===== src/rtl/pix_stream_reader_pkg.sv =====
// Shared accelerator package: pixel/dimension widths and reader FSM states.
// Also consumed by the FIFO, so widths here set the FIFO data port.
package pix_stream_reader_pkg;

   localparam int D_WIDTH  = 8;
   localparam int DIM_BITS = 12;

   typedef enum logic [1:0] {
      ST_IDLE = 2'd0,
      ST_RUN  = 2'd1,
      ST_DONE = 2'd2
   } pix_state_e;

endpackage


===== src/rtl/pix_stream_reader_if.sv =====
// FIFO-side and kernel-side handshake bundle for the pixel stream reader.
interface pix_stream_reader_if #(
   parameter int D_WIDTH = pix_stream_reader_pkg::D_WIDTH
) ();
   import pix_stream_reader_pkg::*;

   logic               data_valid;
   logic [D_WIDTH-1:0] mstr0_data;
   logic               fifo_empty;
   logic               mstr0_ready;
   logic [D_WIDTH-1:0] pix_data;
   logic               pix_valid;
   logic               pix_ready;
   logic               sof;
   logic               eol;
   logic               eof;

   modport slave (
      input  data_valid, mstr0_data, fifo_empty, pix_ready,
      output mstr0_ready, pix_data, pix_valid, sof, eol, eof
   );

   modport master (
      output data_valid, mstr0_data, fifo_empty, pix_ready,
      input  mstr0_ready, pix_data, pix_valid, sof, eol, eof
   );

endinterface


===== src/rtl/pix_stream_reader_skid.sv =====
// Two-entry buffer: output register plus one skid entry.
module pix_skid_buf #(
   parameter int W = pix_stream_reader_pkg::D_WIDTH
) (
   input  logic         clk,
   input  logic         rst_n,
   input  logic         in_valid_i,
   input  logic [W-1:0] in_data_i,
   input  logic         out_ready_i,
   output logic         out_valid_o,
   output logic [W-1:0] out_data_o,
   output logic         skid_nxt_o
);
   import pix_stream_reader_pkg::*;

   logic         ov_q, ov_d;
   logic         sv_q, sv_d;
   logic [W-1:0] od_q, od_d;
   logic [W-1:0] sd_q, sd_d;
   logic         out_free;

   assign out_free = !ov_q || out_ready_i;

   always_comb begin
      ov_d = ov_q;
      sv_d = sv_q;
      od_d = od_q;
      sd_d = sd_q;
      if (out_free) begin
         if (sv_q) begin
            // skid word advances; a new word may refill the skid
            od_d = sd_q;
            ov_d = 1'b1;
            sv_d = in_valid_i;
            if (in_valid_i) sd_d = in_data_i;
         end else if (in_valid_i) begin
            od_d = in_data_i;
            ov_d = 1'b1;
         end else begin
            ov_d = 1'b0;
         end
      end else if (in_valid_i) begin
         sv_d = 1'b1;
         sd_d = in_data_i;
      end
   end

   always_ff @(posedge clk) begin
      if (!rst_n) begin
         ov_q <= 1'b0;
         sv_q <= 1'b0;
         od_q <= '0;
         sd_q <= '0;
      end else begin
         ov_q <= ov_d;
         sv_q <= sv_d;
         od_q <= od_d;
         sd_q <= sd_d;
      end
   end

   assign out_valid_o = ov_q;
   assign out_data_o  = od_q;
   assign skid_nxt_o  = sv_d;

endmodule


===== src/rtl/pix_stream_reader.sv =====
// Frame reader: pulls FIFO words, tags sof/eol/eof, feeds the kernel.
module pix_stream_reader #(
   parameter int D_WIDTH  = pix_stream_reader_pkg::D_WIDTH,
   parameter int DIM_BITS = pix_stream_reader_pkg::DIM_BITS
) (
   input  logic                clk,
   input  logic                rst_n,
   input  logic                start,
   input  logic [DIM_BITS-1:0] img_width,
   input  logic [DIM_BITS-1:0] img_height,
   pix_stream_reader_if.slave  bus,
   output logic                busy,
   output logic                done,
   output logic                err_underflow
);
   import pix_stream_reader_pkg::*;

   localparam logic [1:0] S_IDLE = ST_IDLE;
   localparam logic [1:0] S_RUN  = ST_RUN;
   localparam logic [1:0] S_DONE = ST_DONE;
   localparam int         CW     = 2 * DIM_BITS;

   logic [1:0]          state_q, state_d;
   logic [DIM_BITS-1:0] w_q, w_d, h_q, h_d;
   logic [DIM_BITS-1:0] col_q, col_d, row_q, row_d;
   logic [CW-1:0]       acc_q, acc_d, tot_q, tot_d;
   logic                rdy_q, rdy_d, err_q, err_d;
   logic                start_ok, zero_dim;
   logic                acc_xfer, pix_xfer, skid_nxt, out_v;
   logic [D_WIDTH-1:0]  out_d;
   logic                is_eol, is_eof;

   assign start_ok = start && (state_q == S_IDLE);
   assign zero_dim = (img_width == '0) || (img_height == '0);
   assign acc_xfer = bus.data_valid && rdy_q;
   assign pix_xfer = out_v && bus.pix_ready;
   assign is_eol   = col_q == (w_q - DIM_BITS'(1));
   assign is_eof   = is_eol && (row_q == (h_q - DIM_BITS'(1)));

   pix_skid_buf #(
      .W(D_WIDTH)
   ) u_buf (
      .clk         (clk),
      .rst_n       (rst_n),
      .in_valid_i  (acc_xfer),
      .in_data_i   (bus.mstr0_data),
      .out_ready_i (bus.pix_ready),
      .out_valid_o (out_v),
      .out_data_o  (out_d),
      .skid_nxt_o  (skid_nxt)
   );

   always_comb begin
      state_d = state_q;
      w_d     = w_q;
      h_d     = h_q;
      col_d   = col_q;
      row_d   = row_q;
      tot_d   = tot_q;
      acc_d   = acc_q + CW'(acc_xfer);
      err_d   = start_ok ? 1'b0 : err_q;
      if (bus.data_valid && bus.fifo_empty) err_d = 1'b1;
      unique case (state_q)
         S_IDLE: begin
            if (start) begin
               if (zero_dim) begin
                  state_d = S_DONE;
               end else begin
                  state_d = S_RUN;
                  w_d     = img_width;
                  h_d     = img_height;
                  tot_d   = CW'(img_width) * CW'(img_height);
                  acc_d   = '0;
                  col_d   = '0;
                  row_d   = '0;
               end
            end
         end
         S_RUN: begin
            if (pix_xfer) begin
               if (is_eol) begin
                  col_d = '0;
                  row_d = row_q + DIM_BITS'(1);
               end else begin
                  col_d = col_q + DIM_BITS'(1);
               end
               if (is_eof) state_d = S_DONE;
            end
         end
         S_DONE:  state_d = S_IDLE;
         default: state_d = S_IDLE;
      endcase
      // ready only when a word has a guaranteed landing slot
      rdy_d = (state_d == S_RUN) && !skid_nxt && (acc_d < tot_d);
   end

   always_ff @(posedge clk) begin
      if (!rst_n) begin
         state_q <= S_IDLE;
         w_q     <= '0;
         h_q     <= '0;
         col_q   <= '0;
         row_q   <= '0;
         acc_q   <= '0;
         tot_q   <= '0;
         rdy_q   <= 1'b0;
         err_q   <= 1'b0;
      end else begin
         state_q <= state_d;
         w_q     <= w_d;
         h_q     <= h_d;
         col_q   <= col_d;
         row_q   <= row_d;
         acc_q   <= acc_d;
         tot_q   <= tot_d;
         rdy_q   <= rdy_d;
         err_q   <= err_d;
      end
   end

   assign bus.mstr0_ready = rdy_q;
   assign bus.pix_valid   = out_v;
   assign bus.pix_data    = out_d;
   assign bus.sof         = out_v && (col_q == '0) && (row_q == '0);
   assign bus.eol         = out_v && is_eol;
   assign bus.eof         = out_v && is_eof;
   assign busy            = state_q == S_RUN;
   assign done            = state_q == S_DONE;
   assign err_underflow   = err_q;

endmodule


===== src/flat_wrapper.sv =====
// flat-port wrapper written by rule: the top's interface ports become plain ports
module pix_stream_reader_flat import pix_stream_reader_pkg::*;
#(
   parameter int D_WIDTH  = pix_stream_reader_pkg::D_WIDTH,
   parameter int DIM_BITS = pix_stream_reader_pkg::DIM_BITS
)
  (clk, rst_n, start, img_width, img_height, busy, done, err_underflow, bus_data_valid, bus_mstr0_data, bus_fifo_empty, bus_pix_ready, bus_mstr0_ready, bus_pix_data, bus_pix_valid, bus_sof, bus_eol, bus_eof);
  pix_stream_reader_if #(.D_WIDTH(D_WIDTH)) bus_i ();
  input  logic clk;
  input  logic rst_n;
  input  logic start;
  input  logic [DIM_BITS-1:0] img_width;
  input  logic [DIM_BITS-1:0] img_height;
  output logic busy;
  output logic done;
  output logic err_underflow;
  input wire logic [$bits(bus_i.data_valid)-1:0] bus_data_valid;
  input wire logic [$bits(bus_i.mstr0_data)-1:0] bus_mstr0_data;
  input wire logic [$bits(bus_i.fifo_empty)-1:0] bus_fifo_empty;
  input wire logic [$bits(bus_i.pix_ready)-1:0] bus_pix_ready;
  output wire logic [$bits(bus_i.mstr0_ready)-1:0] bus_mstr0_ready;
  output wire logic [$bits(bus_i.pix_data)-1:0] bus_pix_data;
  output wire logic [$bits(bus_i.pix_valid)-1:0] bus_pix_valid;
  output wire logic [$bits(bus_i.sof)-1:0] bus_sof;
  output wire logic [$bits(bus_i.eol)-1:0] bus_eol;
  output wire logic [$bits(bus_i.eof)-1:0] bus_eof;
  assign bus_i.data_valid = bus_data_valid;
  assign bus_i.mstr0_data = bus_mstr0_data;
  assign bus_i.fifo_empty = bus_fifo_empty;
  assign bus_i.pix_ready = bus_pix_ready;
  assign bus_mstr0_ready = bus_i.mstr0_ready;
  assign bus_pix_data = bus_i.pix_data;
  assign bus_pix_valid = bus_i.pix_valid;
  assign bus_sof = bus_i.sof;
  assign bus_eol = bus_i.eol;
  assign bus_eof = bus_i.eof;
  pix_stream_reader #(.D_WIDTH(D_WIDTH), .DIM_BITS(DIM_BITS)) u_core (.clk(clk), .rst_n(rst_n), .start(start), .img_width(img_width), .img_height(img_height), .bus(bus_i), .busy(busy), .done(done), .err_underflow(err_underflow));
endmodule

===== config.mk =====
export PLATFORM = sky130hd
export DESIGN_NAME = pix_stream_reader_flat
export DESIGN_NICKNAME = d
export VERILOG_FILES = /design/src/rtl/pix_stream_reader_pkg.sv /design/src/rtl/pix_stream_reader_if.sv /design/src/rtl/pix_stream_reader_skid.sv /design/src/rtl/pix_stream_reader.sv /design/src/flat_wrapper.sv
export SDC_FILE = /design/constraint.sdc
export NUM_CORES = 1
export LEC_CHECK = 0
export ABC_AREA = 0
export BUFFER_PORTS_ARGS = -buffer_cell sky130_fd_sc_hd__buf_2
export CORE_MARGIN = 4
export CORE_UTILIZATION = 55
export CTS_CLUSTER_DIAMETER = 80
export DETAILED_ROUTE_END_ITERATION = 7
export PLACE_DENSITY = 0.84
export SLEW_MARGIN = 20
export SYNTH_ARGS = -nofsm -noshare
export SYNTH_HDL_FRONTEND = slang
export SYNTH_SLANG_ARGS = --single-unit

===== constraint.sdc =====
create_clock -name clk -period 6.3 [get_ports clk]
set_input_delay 0.63 -clock clk [delete_from_list [all_inputs] [get_ports clk]]
set_output_delay 0.63 -clock clk [all_outputs]
set_load 0.02 [all_outputs]

Word level (Yosys, flattened, before mapping) --
Cells that the tools add are included.
Word-level totals: flip-flop bits (word level) 118, bits of input ports 38, output and inout bits 16, word-level logic and storage cells 89
Cells by class: $add $sub $neg 5, multipliers 1, $lt $le $gt $ge 1, equal/unequal tests 10, multiplexer cells 31, bitwise logic cells 1, reduce and logical (&&, ||, !) cells 27
Operators by type and width (count):
- $mux W24 | 6
- $mux W12 | 6
- $logic_not A12 Y1 | 4
- $pmux W12 S2 | 2
- $mux W8 | 5
- $add A12 B1 Y12 const B | 2
- $add A24 B1 Y24 | 1
- $eq A12 B12 Y1 | 2
- $lt A24 B24 Y1 | 1
- $mul A12 B12 Y24 | 1
- $sub A12 B1 Y12 const B | 2
- $logic_and A1 B1 Y1 | 11
- $mux W2 | 4
- $mux W1 | 7
- $ne A2 B2 Y1 const B | 3
- $reduce_bool A2 Y1 | 3
- $reduce_and A5 Y1 | 1
- $eq A2 B1 Y1 const B | 2
- $ne A2 B1 Y1 const B | 2
- $pmux W2 S2 | 1
- $reduce_and A4 Y1 | 1
- $reduce_and A3 Y1 | 1
- $eq A2 B2 Y1 const B | 1
- $logic_not A1 Y1 | 2
- 4 further kinds | 5

Depth between registers and ports, before layout --
Gate-level depths: netlist (run 1).
depth in word-level cells 9, gate-level depth with buffers 28, depth with buffers taken out 27

Modules after synthesis --
Synthesis (run 1) repeated with hierarchy kept, for this count alone.
Unflattened totals: cells, all modules 1355, area total of the unflattened synthesis 11130.7 um^2
Modules (own cells, without submodules):
- pix_stream_reader | instances 1, cells each 1273, area an instance 10322.4 um^2
- pix_skid_buf | instances 1, cells each 82, area an instance 808.3 um^2

Worst setup path after synthesis (run 1) --
Ideal clock, no wire load.
path type input port to flip-flop, start in img_width[2], end reg u_core.rdy_q (netlist: u_core.bus.mstr0_ready), data arrival time 6.551 ns, slack -0.311 ns, cell stages on the path 26, buffers on the path 1, cells stage by stage clkbuf_1 > nand2_1 > fa_1 > fa_1 > inv_1 > fa_1 > fa_1 > inv_1 > fa_1 > inv_1 > ha_1 > a41oi_1 > o21ai_0 > a21oi_1 > a21boi_0 > o21ai_0 > mux2i_1 > and3_1 > ha_1 > a21o_1 > a21o_1 > a21oi_1 > nor2_1 > a2111oi_0 > o31a_1 > o2111a_1
On the way: word-level cells in the longest chain between the ends 8
RTL lines:
- from (decl) | line flat_wrapper.sv:12 | input logic [DIM_BITS-1:0] img_width;
- parallel branches: the longest is 7 deep, another holds $mul A12 B12 Y24
- $logic_and A1 B1 Y1 (*) | line pix_stream_reader.sv:94 | rdy_d = (state_d == S_RUN) && !skid_nxt && (acc_d < tot_d);
- to (signal assigned) | line pix_stream_reader.sv:116 | rdy_q <= rdy_d;
- to (decl) | line pix_stream_reader.sv:27 | logic rdy_q, rdy_d, err_q, err_d;
Every way passes the cells marked *. A chain may end at the register's enable or synchronous reset.

Worst setup path in the final report (run 1) --
start in img_height[5], end reg u_core.rdy_q (netlist: u_core.bus.mstr0_ready)
On the way: word-level cells in the longest chain between the ends 8
RTL lines:
- from (decl) | line flat_wrapper.sv:13 | input logic [DIM_BITS-1:0] img_height;
- parallel branches: the longest is 7 deep, another holds $mul A12 B12 Y24
- $logic_and A1 B1 Y1 (*) | line pix_stream_reader.sv:94
Marked as above.

==> flow_summary_export.csv, run 1 <==
group,metric,value,unit
run_status,status,"completed",
yosys,ys_async_sr_fraction,0,%
worst_setup_path,rr_endpoint,"u_core.bus.mstr0_ready",
clock_network,ctsLongestPathBuffers,2,
routing,vias_per_cell,5.66,
die,chipWidth,152,um
sta,finalClockSkew,0.0107,ns
worst_setup_path,cp-end-kind,"flop",
worst_setup_path,startpoint,"img_height[5]",
cells_and_area,multi_input_area,8230,um2
sta,slew_headroom,35.3,%
worst_setup_path,r2r_start,"u_core.state_q[0]",
worst_setup_path,cp-start-kind,"primary input",
die,pin_count,54,
routing,route.detailed.drc,0,
grt,grt_pass1_vias,9549,
sta,setup_viol_count_final,0,
cells_and_area,fill_cells,1577,
worst_setup_path,crit_top_cell,"fa_1",
worst_setup_path,critPathRequiredTime,6.67,ns
clock_network,cts_tree,"built",
yosys,syn-num-nets,1590,
worst_setup_path,r2r_slack,2.65,ns
yosys,synth_cells,1359,
routing,via_count,9843,
die,dieArea,23000,um2
sta,fin_setup_tns,0,ns
min_path,hp-class,"primary input to flop",
cells_and_area,area_growth,15.2,%
sta,period_needed,6.10,ns
grt,grt.total_usage,24.8,%
die,initial_core_util,56.1,%
worst_setup_path,path_class,"primary input to flop",
yosys,syn_area,11300,um2
cells_and_area,final_util,64.6,%
yosys,ys_seq_area_share,20.8,%
die,rows,52,
routing,drtIter0Drc,724,
clock_network,clk_latency,0.42,ns
pwr,p_leak,6.16,nW
placement,io_buffers,53,
clock_network,cts_htree_levels,4,
cells_and_area,seq_area,2360,um2
sta,finalCritPeriodShare,96.9,%
routing,ant_nets,0,
routing,routed_wl,28.0,mm
cells_and_area,antenna_cells,0,
yosys,syn_area_per_cell,8.35,um2
grt,grt_max_degree,92,
min_path,worstHoldPathCells,3,
yosys,yosys_warnings,0,
yosys,synth_edf_count,0,
placement,detailedPlacementHpwl,21.9,mm
clock_network,hold_buffers,0,
die,die_y,152,um
routing,drtPass1Iterations,5,
sta,layout_setup_ws,0.195,ns
clock_network,cts.clk_slew.worst_paths,0.06,ns
sta,maxSlewViolCount,0,
placement,globalplace.congestion,0.890,
sta,final_hold_viol_count,0,
yosys,ys_types,79,
min_path,min_from,"bus_mstr0_data[7]",
grt,grt-ovfl-total,0,
worst_setup_path,slowest_stage,"fa_1",
min_path,whs_endpoint,"u_core.u_buf.sd_q[7]",
sta,tightest_slew,0.967,ns
worst_setup_path,cp_slowest_stage_delay,0.56,ns
worst_setup_path,r2r_cells,15,
placement,pre_cts_ws,-0.366,ns
clock_network,cts_num_sinks,118,
die,core,20200,um2
grt,antenna_found_initial,0,
pwr,power_density,393,nW/um2
clock_network,numCtsBuffers,17,
cells_and_area,finalNetCount,1686,
clock_network,clock_tree.root_cell,"clkbuf_16",
sta,clock.fmax,164,MHz
routing,wl_per_cell,16.1,um
grt,grt_pass1_wl,46.0,mm
cells_and_area,drive_above_1_share,16.1,%
yosys,ys_seq_elements,118,
worst_setup_path,cp_max_fo,9,
worst_setup_path,crit_arrival,6.47,ns
yosys,ys.flop_type,"dfxtp_1",
job,cap_violations,0,
pwr,peakVddDrop,0.334,mV
how the worst max path moves through the flow:
stage                                  end  slack, ns  cells past startpoint
floorplan           u_core.bus.mstr0_ready      0.005                     26
detailed placement  u_core.bus.mstr0_ready      -0.37                     26
global route        u_core.bus.mstr0_ready      -0.04                     26
CTS                 u_core.bus.mstr0_ready       0.07                     26
finish              u_core.bus.mstr0_ready       0.20                     26
global placement    u_core.bus.mstr0_ready      -0.33                     27
stage by stage:
stage | hold WS [ns] | instances | area, um2 | power (mW)
2_1_floorplan | 0.441 | 1359 | 11400 | 2.91
3_3_place_gp | 0.449 | 1705 | 12400 | 3.82
3_5_place_dp | 0.466 | 1705 | 12400 | 3.90
4_1_cts | 0.448 | 1737 | 12900 | 4.82
5_1_grt | 0.465 | 1738 | 13100 | 5.59
6_report | 0.458 | 1738 | 13100 | 5.14
synthesized netlist by cell type (all sizes together), types with 2 or more instances:
cell       n  area share (%)
ha        93              10
o31ai      6            0.44
and4       3            0.23
a21boi     2            0.13
nor3b      7            0.46
and3      20             1.1
buf       17             1.0
or4        3            0.23
o31a       2            0.15
a2111oi    4            0.65
o21bai     3            0.20
a31o       2            0.15
and3b      2            0.15
and2      72             4.0
a211oi    20             1.4
mux2i     37             3.3
o2111a     3            0.30
a21oi     56             2.5
o21a       6            0.41
a22oi      2            0.13
nor4      14            0.77
nand3     22            0.97
xnor2     34             2.6
nor3      61             2.7
clkbuf    54             1.9
inv      150             5.0
fa       100              18
nand3b     2            0.13
xor2      32             2.5
nand2    178             5.9
nand4     17            0.94
or4b       2            0.18
a41oi      2            0.15
dfxtp    118              21
nor4b      9            0.75
o2111ai    5            0.54
a31oi     11            0.61
a21o      24             1.6
nor2     104             3.4
o311ai     2            0.15
nand2b     6            0.33
o21ai     23             1.0
or3       14            0.82
worst max-delay path: cells and delay by family:
kind | cells | cell delay [ns]
fa+ha+maj | 7 | 2.93
compound gates | 9 | 1.63
simple gates | 4 | 0.54
buf+inv | 6 | 0.73
area by class of cell:
type / count / area share [%]
multi-input cells: 1016 / 63.0
flip-flops and latches: 118 / 18.1
repair buffers: 151 / 7.85
inverters: 151 / 4.34
clock buffers: 17 / 3.25
well taps: 270 / 2.58
clock inverters: 15 / 0.929
layer usage:
metal	vias up	GRT usage [%]	wire [um]
met4	0	8.45	843
met3	56	4.61	1510
met2	305	41.2	13500
met1	4758	32.6	12100
met5	-	0	0
li1	4724	-	-
flip-flops by register name, indices dropped and copies added (netlist names), 8 cells and up:
register,count
u_core.u_buf.sd_q,8
u_core.h_q,12
u_core.u_buf.out_data_o,8
u_core.tot_q,24
u_core.row_q,12
u_core.col_q,12
u_core.acc_q,24
u_core.w_q,12
power by group:
group / leakage, nW / switching (mW) / internal [mW]
Sequential: 0.960 / 0.0299 / 0.803
Clock: 0.259 / 0.384 / 0.510
Combinational: 4.95 / 1.81 / 1.60
timing repair:
item	in CTS	in global routing
setup buffers	0	1
resized for setup	0	47
endpoints found under the setup margin	0	1
cells in the final DEF, fill, tap and decap left out, types with 4 or more instances in the layout:
| cell | Yosys | layout |
|---|---|---|
| nand2_1 | 178 | 178 |
| inv_1 | 150 | 148 |
| dfxtp_1 | 118 | 118 |
| nor2_1 | 104 | 104 |
| fa_1 | 100 | 99 |
| buf_4 | 2 | 97 |
| ha_1 | 93 | 87 |
| and2_1 | 69 | 66 |
| nor3_1 | 60 | 58 |
| a21oi_1 | 55 | 52 |
| buf_2 | 3 | 46 |
| mux2i_1 | 37 | 37 |
| xnor2_1 | 34 | 34 |
| xor2_1 | 32 | 32 |
| nand3_1 | 22 | 22 |
| a21o_1 | 22 | 22 |
| and3_1 | 20 | 18 |
| a211oi_1 | 19 | 18 |
| nand4_1 | 17 | 17 |
| clkbuf_16 | 0 | 17 |
| nor4_1 | 14 | 14 |
| o21ai_0 | 21 | 12 |
| or3_1 | 13 | 12 |
| a31oi_1 | 11 | 9 |
| nor4b_1 | 8 | 8 |
| o21ai_1 | 2 | 6 |
| nand2b_1 | 6 | 6 |
| nor3b_1 | 7 | 6 |
| inv_6 | 0 | 6 |
| clkbuf_4 | 0 | 6 |
| o21a_1 | 5 | 5 |
| o21ai_2 | 0 | 5 |
| o31ai_1 | 5 | 5 |
| ha_4 | 0 | 5 |
| o2111ai_1 | 4 | 4 |
| clkinvlp_4 | 0 | 4 |
cells by family (layout without fill, tap and decap cells):
| logic type | count (synthesis) | after routing | synth area share [%] |
|---|---|---|---|
| and+or+nand+nor | 539 | 539 | 23.3 |
| buffers and inverters | 225 | 334 | 8.38 |
| muxes | 37 | 37 | 3.26 |
| xor gates and xnor gates | 66 | 66 | 5.10 |
| DFF | 118 | 118 | 20.8 |
| adders and majority gates | 194 | 194 | 28.0 |
| AOI/OAI and AO/OA | 180 | 180 | 11.1 |
No activity file was read; power rests on OpenSTA's default activity.
==> inputs of run 2 (changes only) <==
==> constraint.sdc (replaced) <==
create_clock -name clk -period 5.2 [get_ports clk]
set_input_delay 0.78 -clock clk [delete_from_list [all_inputs] [get_ports clk]]
set_output_delay 0.78 -clock clk [all_outputs]
set_load 0.02 [all_outputs]
==> run 2 against run 1 <==
Net effect: global-route usage rose by 0.91 points; cell count rose by 1.7%; power rose by 33%; design area rose by 4.4%; combinational power rose by 35%; hold slack improved by 0.028 ns; non-clock buffer count rose by 29; clock skew rose by 0.0022 ns; wire length rose by 4.8%; the run now ends with negative setup slack left; first-iteration DRC count rose by 7.5%; critical path depth fell by 1.
==> flow_summary_export.csv, run 2 (same netlist as run 1, synthesis figures left out) <==
group,metric,value,unit
run_status,status,"finished, violations left",
run_status,violations,"negative setup slack",
clock_network,cts_htree_levels,4,
sta,layout_setup_ws,-1.05,ns
worst_setup_path,path_class,"primary input to flop",
sta,clock.fmax,160,MHz
cells_and_area,finalNetCount,1715,
pwr,netSwitchingPower,2.81,mW
worst_setup_path,r2r_cells,16,
die,pin_count,54,
worst_setup_path,critPathRequiredTime,5.55,ns
pwr,p_seq_share,14.8,%
sta,finalCritPeriodShare,120,%
worst_setup_path,cp-start-kind,"primary input",
sta,final_hold_viol_count,0,
pwr,p_total,6.84,mW
routing,via_count,10100,
worst_setup_path,startpoint,"img_height[5]",
worst_setup_path,r2r_slack,1.46,ns
pwr,combPwrFrac,67.1,%
clock_network,cts.clk_slew.worst_paths,0.06,ns
pwr,swShare,41.1,%
grt,grt-ovfl-total,0,
sta,setup_viol_count_final,2,
job,cap_violations,0,
clock_network,clock_tree.root_cell,"clkbuf_16",
die,initial_core_util,56.1,%
clock_network,clk_latency,0.42,ns
cells_and_area,final_util,67.4,%
grt,grt_pass1_vias,10200,
sta,slew_headroom,34.6,%
sta,finalClockSkew,0.0129,ns
sta,rsz0062_at_grt,"yes",
routing,ant_nets,0,
cells_and_area,drive_above_1_share,20.4,%
clock_network,hold_buffers,0,
die,dieArea,23000,um2
pwr,p_leak,6.38,nW
routing,drtIter0Drc,778,
clock_network,cts_num_sinks,118,
pwr,clkPwrFrac,18.2,%
grt,grt.total_usage,25.7,%
cells_and_area,final_cell_mix,"170 x nand2_1, 139 x inv_1, 120 x buf_4",
pwr,peakVddDrop,0.491,mV
routing,drtPass1Iterations,5,
routing,wl_per_cell,16.6,um
min_path,hp-class,"flop to flop",
grt,antenna_found_initial,0,
grt,grt_max_degree,86,
worst_setup_path,r2r_start,"u_core.bus.mstr0_ready",
placement,io_buffers,53,
worst_setup_path,cp-end-kind,"flop",
cells_and_area,area_growth,20.3,%
clock_network,ctsLongestPathBuffers,2,
clock_network,numCtsBuffers,17,
worst_setup_path,cp_max_fo,4,
worst_setup_path,rr_endpoint,"u_core.bus.mstr0_ready",
routing,routed_wl,29.3,mm
min_path,worstHoldPathCells,2,
sta,period_needed,6.25,ns
cells_and_area,antenna_cells,0,
sta,maxSlewViolCount,0,
pwr,power_density,501,nW/um2
die,die_y,152,um
sta,tightest_slew,0.977,ns
cells_and_area,reg_top3,"u_core.acc_q: 24 flops, u_core.tot_q: 24 flops",
min_path,whs_endpoint,"u_core.w_q[11]",
pwr,intPower,4.03,mW
sta,fin_hold_ws,0.486,ns
clock_network,cts_tree,"built",
routing,route.detailed.drc,0,
die,chipWidth,152,um
worst_setup_path,crit_arrival,6.61,ns
grt,grt_pass1_wl,48.0,mm
min_path,min_from,"u_core.w_q[11]",
placement,globalplace.congestion,0.888,
die,core,20200,um2
placement,detailedPlacementHpwl,21.3,mm
die,rows,52,
routing,vias_per_cell,5.74,
cells_and_area,final_common_cell,"nand2_1",
run 2: cell count changes in the layout (fill, tap and decap cells not counted), moves of 7 or more:
cell / previous run / this run
and2_1: 66 / 55
ha_4: 5 / 12
ha_1: 87 / 79
nand2_1: 178 / 170
inv_2: 3 / 12
nand2_2: 0 / 7
buf_6: 2 / 12
and2_4: 3 / 14
buf_4: 97 / 120
inv_1: 148 / 139
run 2: worst max path at each step:
stage	end	slack (ns)
after floorplan	u_core.bus.mstr0_ready	-1.04
after global placement	u_core.bus.mstr0_ready	-1.44
after detailed placement	u_core.bus.mstr0_ready	-1.52
after CTS	u_core.bus.mstr0_ready	-0.99
after global routing	u_core.bus.mstr0_ready	-1.20
final	u_core.bus.mstr0_ready	-1.05
run 2: repair_timing:
item | in CTS | in global routing
resized for setup | 35 | 54
cloned | 0 | 0
endpoints found under the setup margin | 3 | 9
pin swaps | 33 | 41
setup buffers | 7 | 10
run 2: critical path, cell delays in order:
cell,delay (ns)
buf_12,0.09
buf_12,0.10
buf_8,0.10
nand2_4,0.05
fa_1,0.55
inv_2,0.04
fa_1,0.49
fa_1,0.50
fa_1,0.53
inv_2,0.05
fa_1,0.51
inv_1,0.05
ha_2,0.18
a21o_1,0.16
a21o_1,0.17
a21o_1,0.19
a21o_1,0.17
or4_1,0.52
and3b_1,0.21
ha_2,0.17
a21o_1,0.16
a21o_1,0.19
a2111oi_2,0.30
o31a_1,0.19
o2111a_1,0.17
run 2: power groups by stage:
stage	clock, mW	combinational, mW	sequential, mW
after floorplan	0	2.68	1.02
final	1.24	4.59	1.01
after global routing	1.29	5.05	1.02
after global placement	0	3.85	1.02
after CTS	1.26	4.23	1.01
after detailed placement	0	3.98	1.03
run 2: through the flow:
step	setup slack, ns	instance area, um2	instances	TNS, ns
floorplan	-1.04	11700	1359	-1.04
global placement	-1.44	12600	1718	-3.87
detailed placement	-1.52	12600	1718	-4.92
CTS	-0.985	13400	1757	-0.985
global route	-1.20	13600	1767	-1.60
finish	-1.05	13600	1767	-1.05
run 2: layer usage:
| layer | track usage, % | share of wire, % | up-vias |
|---|---|---|---|
| li1 | - | - | 4777 |
| met1 | 32.8 | 41 | 4930 |
| met2 | 43.2 | 50 | 363 |
| met3 | 4.31 | 5.5 | 76 |
| met4 | 10.9 | 3.1 | 0 |
| met5 | 0 | 0 | - |
run 2: final cells by class:
| cell class | count | area, um2 |
|---|---|---|
| timing repair buffer | 180 | 1360 |
| clock inverter | 11 | 174 |
| multi-input combinational | 1016 | 8390 |
| tap | 270 | 338 |
| clock buffer | 21 | 450 |
| inverter | 151 | 567 |
| fill | 1455 | 6590 |
| sequential | 118 | 2360 |
==> inputs of run 3 (changes only) <==
--- a/config.mk
+++ b/config.mk
@@ -11,7 +11,8 @@
 export CORE_UTILIZATION = 55
 export CTS_CLUSTER_DIAMETER = 80
 export DETAILED_ROUTE_END_ITERATION = 7
-export PLACE_DENSITY = 0.84
+export MAX_ROUTING_LAYER = met4
+export PLACE_DENSITY = 0.82
 export SLEW_MARGIN = 20
 export SYNTH_ARGS = -nofsm -noshare
 export SYNTH_HDL_FRONTEND = slang
==> constraint.sdc (replaced) <==
create_clock -name clk -period 7.7 [get_ports clk]
set_input_delay 1.155 -clock clk [delete_from_list [all_inputs] [get_ports clk]]
set_output_delay 1.155 -clock clk [all_outputs]
set_load 0.02 [all_outputs]
==> run 3 against run 2 <==
Net effect: the run now ends clean; power shrank 48%; register-to-register slack gained 2.4 ns; largest power group unchanged; utilization is 6.9 points lower; first-iteration DRC count down 12%.
==> flow_summary_export.csv, run 3 (same netlist as run 1, synthesis figures left out) <==
group,metric,value,unit
grt,grt_max_degree,110,
worst_setup_path,critPathCapture,"u_core.bus.mstr0_ready",
sta,final_hold_viol_count,0,
cells_and_area,design_area,12300,um2
clock_network,hold_buffers,0,
worst_setup_path,critPathRequiredTime,8.06,ns
sta,maxSlewViolCount,0,
worst_setup_path,rr_endpoint,"u_core.bus.mstr0_ready",
cells_and_area,final_common_cell,"nand2_1",
clock_network,clk_latency,0.42,ns
die,core,20200,um2
clock_network,cts.repair.resized,0,
routing,ant_nets,0,
sta,fin_setup_tns,0,ns
die,dieArea,23000,um2
clock_network,cts_htree_levels,4,
job,cap_violations,0,
sta,setup_viol_count_final,0,
cells_and_area,finalNetCount,1599,
sta,layout_setup_ws,0.472,ns
sta,finalClockSkew,0.00682,ns
clock_network,cts.clk_slew.worst_paths,0.06,ns
die,initial_core_util,56.1,%
worst_setup_path,cp_max_fo,14,
worst_setup_path,path_class,"primary input to flop",
routing,via_count,9415,
pwr,power_density,290,nW/um2
die,pin_count,54,
sta,clock.fmax,138,MHz
clock_network,post_cts_buffers,0,
sta,tightest_slew,1.01,ns
worst_setup_path,crit_arrival,7.59,ns
cells_and_area,final_cell_mix,"178 x nand2_1, 150 x inv_1, 118 x dfxtp_1",
grt,grt.total_usage,25.2,%
worst_setup_path,r2r_slack,3.83,ns
pwr,peakVddDrop,0.189,mV
worst_setup_path,crit_top_cell,"fa_1",
placement,dpl_cell_area,11700,um2
routing,vias_per_cell,5.70,
pwr,p_leak,5.73,nW
routing,routed_wl,26.9,mm
grt,grt-ovfl-total,0,
cells_and_area,reg_top3,"u_core.acc_q: 24 flops, u_core.tot_q: 24 flops",
die,rows,52,
sta,finalCritPeriodShare,93.9,%
routing,drtPass1Iterations,5,
worst_setup_path,slowest_stage,"fa_1",
placement,pre_cts_ws,0.146,ns
placement,io_buffers,53,
grt,grt_pass1_wl,45.4,mm
min_path,hp-class,"flop to flop",
clock_network,cts_tree,"built",
routing,wl_per_cell,16.3,um
worst_setup_path,cp_slowest_stage_delay,0.56,ns
placement,globalplace.congestion,0.941,
cells_and_area,area_growth,8.01,%
clock_network,ctsLongestPathBuffers,2,
sta,slew_headroom,32.6,%
clock_network,clock_tree.root_cell,"clkbuf_16",
min_path,worstHoldPathCells,2,
grt,antenna_found_initial,0,
sta,rsz0062_at_grt,"no",
cells_and_area,antenna_cells,0,
clock_network,numCtsBuffers,17,
worst_setup_path,startpoint,"img_height[8]",
clock_network,cts_num_sinks,118,
die,die_y,152,um
run_status,status,"completed",
worst_setup_path,r2r_start,"u_core.state_q[0]",
worst_setup_path,r2r_cells,12,
sta,period_needed,7.23,ns
routing,route.detailed.drc,0,
worst_setup_path,cp-end-kind,"flop",
worst_setup_path,cp-start-kind,"primary input",
pwr,p_total,3.56,mW
routing,drtIter0Drc,682,
die,chipWidth,152,um
cells_and_area,drive_above_1_share,8.33,%
grt,grt_pass1_vias,9543,
placement,detailedPlacementHpwl,20.8,mm
-- run 3: how the worst min path moves through the flow --
| stage | startpoint | end | slack [ns] |
|---|---|---|---|
| CTS | u_core.tot_q[23] | u_core.tot_q[23] | 0.48 |
| global placement | u_core.tot_q[0] | u_core.tot_q[0] | 0.45 |
| finish | u_core.tot_q[23] | u_core.tot_q[23] | 0.47 |
| detailed placement | u_core.tot_q[23] | u_core.tot_q[23] | 0.47 |
| floorplan | u_core.tot_q[0] | u_core.tot_q[0] | 0.44 |
| global route | u_core.tot_q[17] | u_core.tot_q[17] | 0.50 |
-- run 3: area by class of cell --
cell class | instances | area [um2]
Timing Repair Buffer | 64 | 357
Tap cell | 270 | 338
Inverter | 151 | 567
Clock buffer | 20 | 437
Clock inverter | 12 | 154
Fill cell | 1689 | 7980
Sequential cell | 118 | 2360
Multi-Input combinational cell | 1016 | 8040
-- run 3: metrics by stage --
stage | util (%) | hold slack [ns] | instances
floorplan | - | 0.441 | 1359
global placement | 57.6 | 0.449 | 1619
detailed placement | 57.6 | 0.466 | 1619
CTS | 60.5 | 0.477 | 1651
global route | 60.6 | 0.499 | 1651
finish | 60.6 | 0.474 | 1651
-- run 3: per-layer routing --
layer  GRT usage [%]  vias up  share of wire [%]
li1                -     4550                  -
met1            29.6     4507                 41
met2            42.3      284                 50
met3            5.00       74                4.9
met4            10.4        0                4.1
met5               -        -                  0
-- run 3: worst max-delay path, delay by kind of cell --
| family | cells | cell delay, ns |
|---|---|---|
| buf+inv | 5 | 0.40 |
| fa+ha+maj | 7 | 3.27 |
| mux | 1 | 0.24 |
| simple gates | 3 | 0.43 |
| compound gates | 11 | 2.07 |
-- run 3: report_power, final --
part / internal (mW) / leakage, nW / total (mW) / switching [mW]
combinational: 0.856 / 4.49 / 2.08 / 1.22
clock: 0.508 / 0.280 / 0.799 / 0.290
sequential: 0.658 / 0.960 / 0.682 / 0.0242
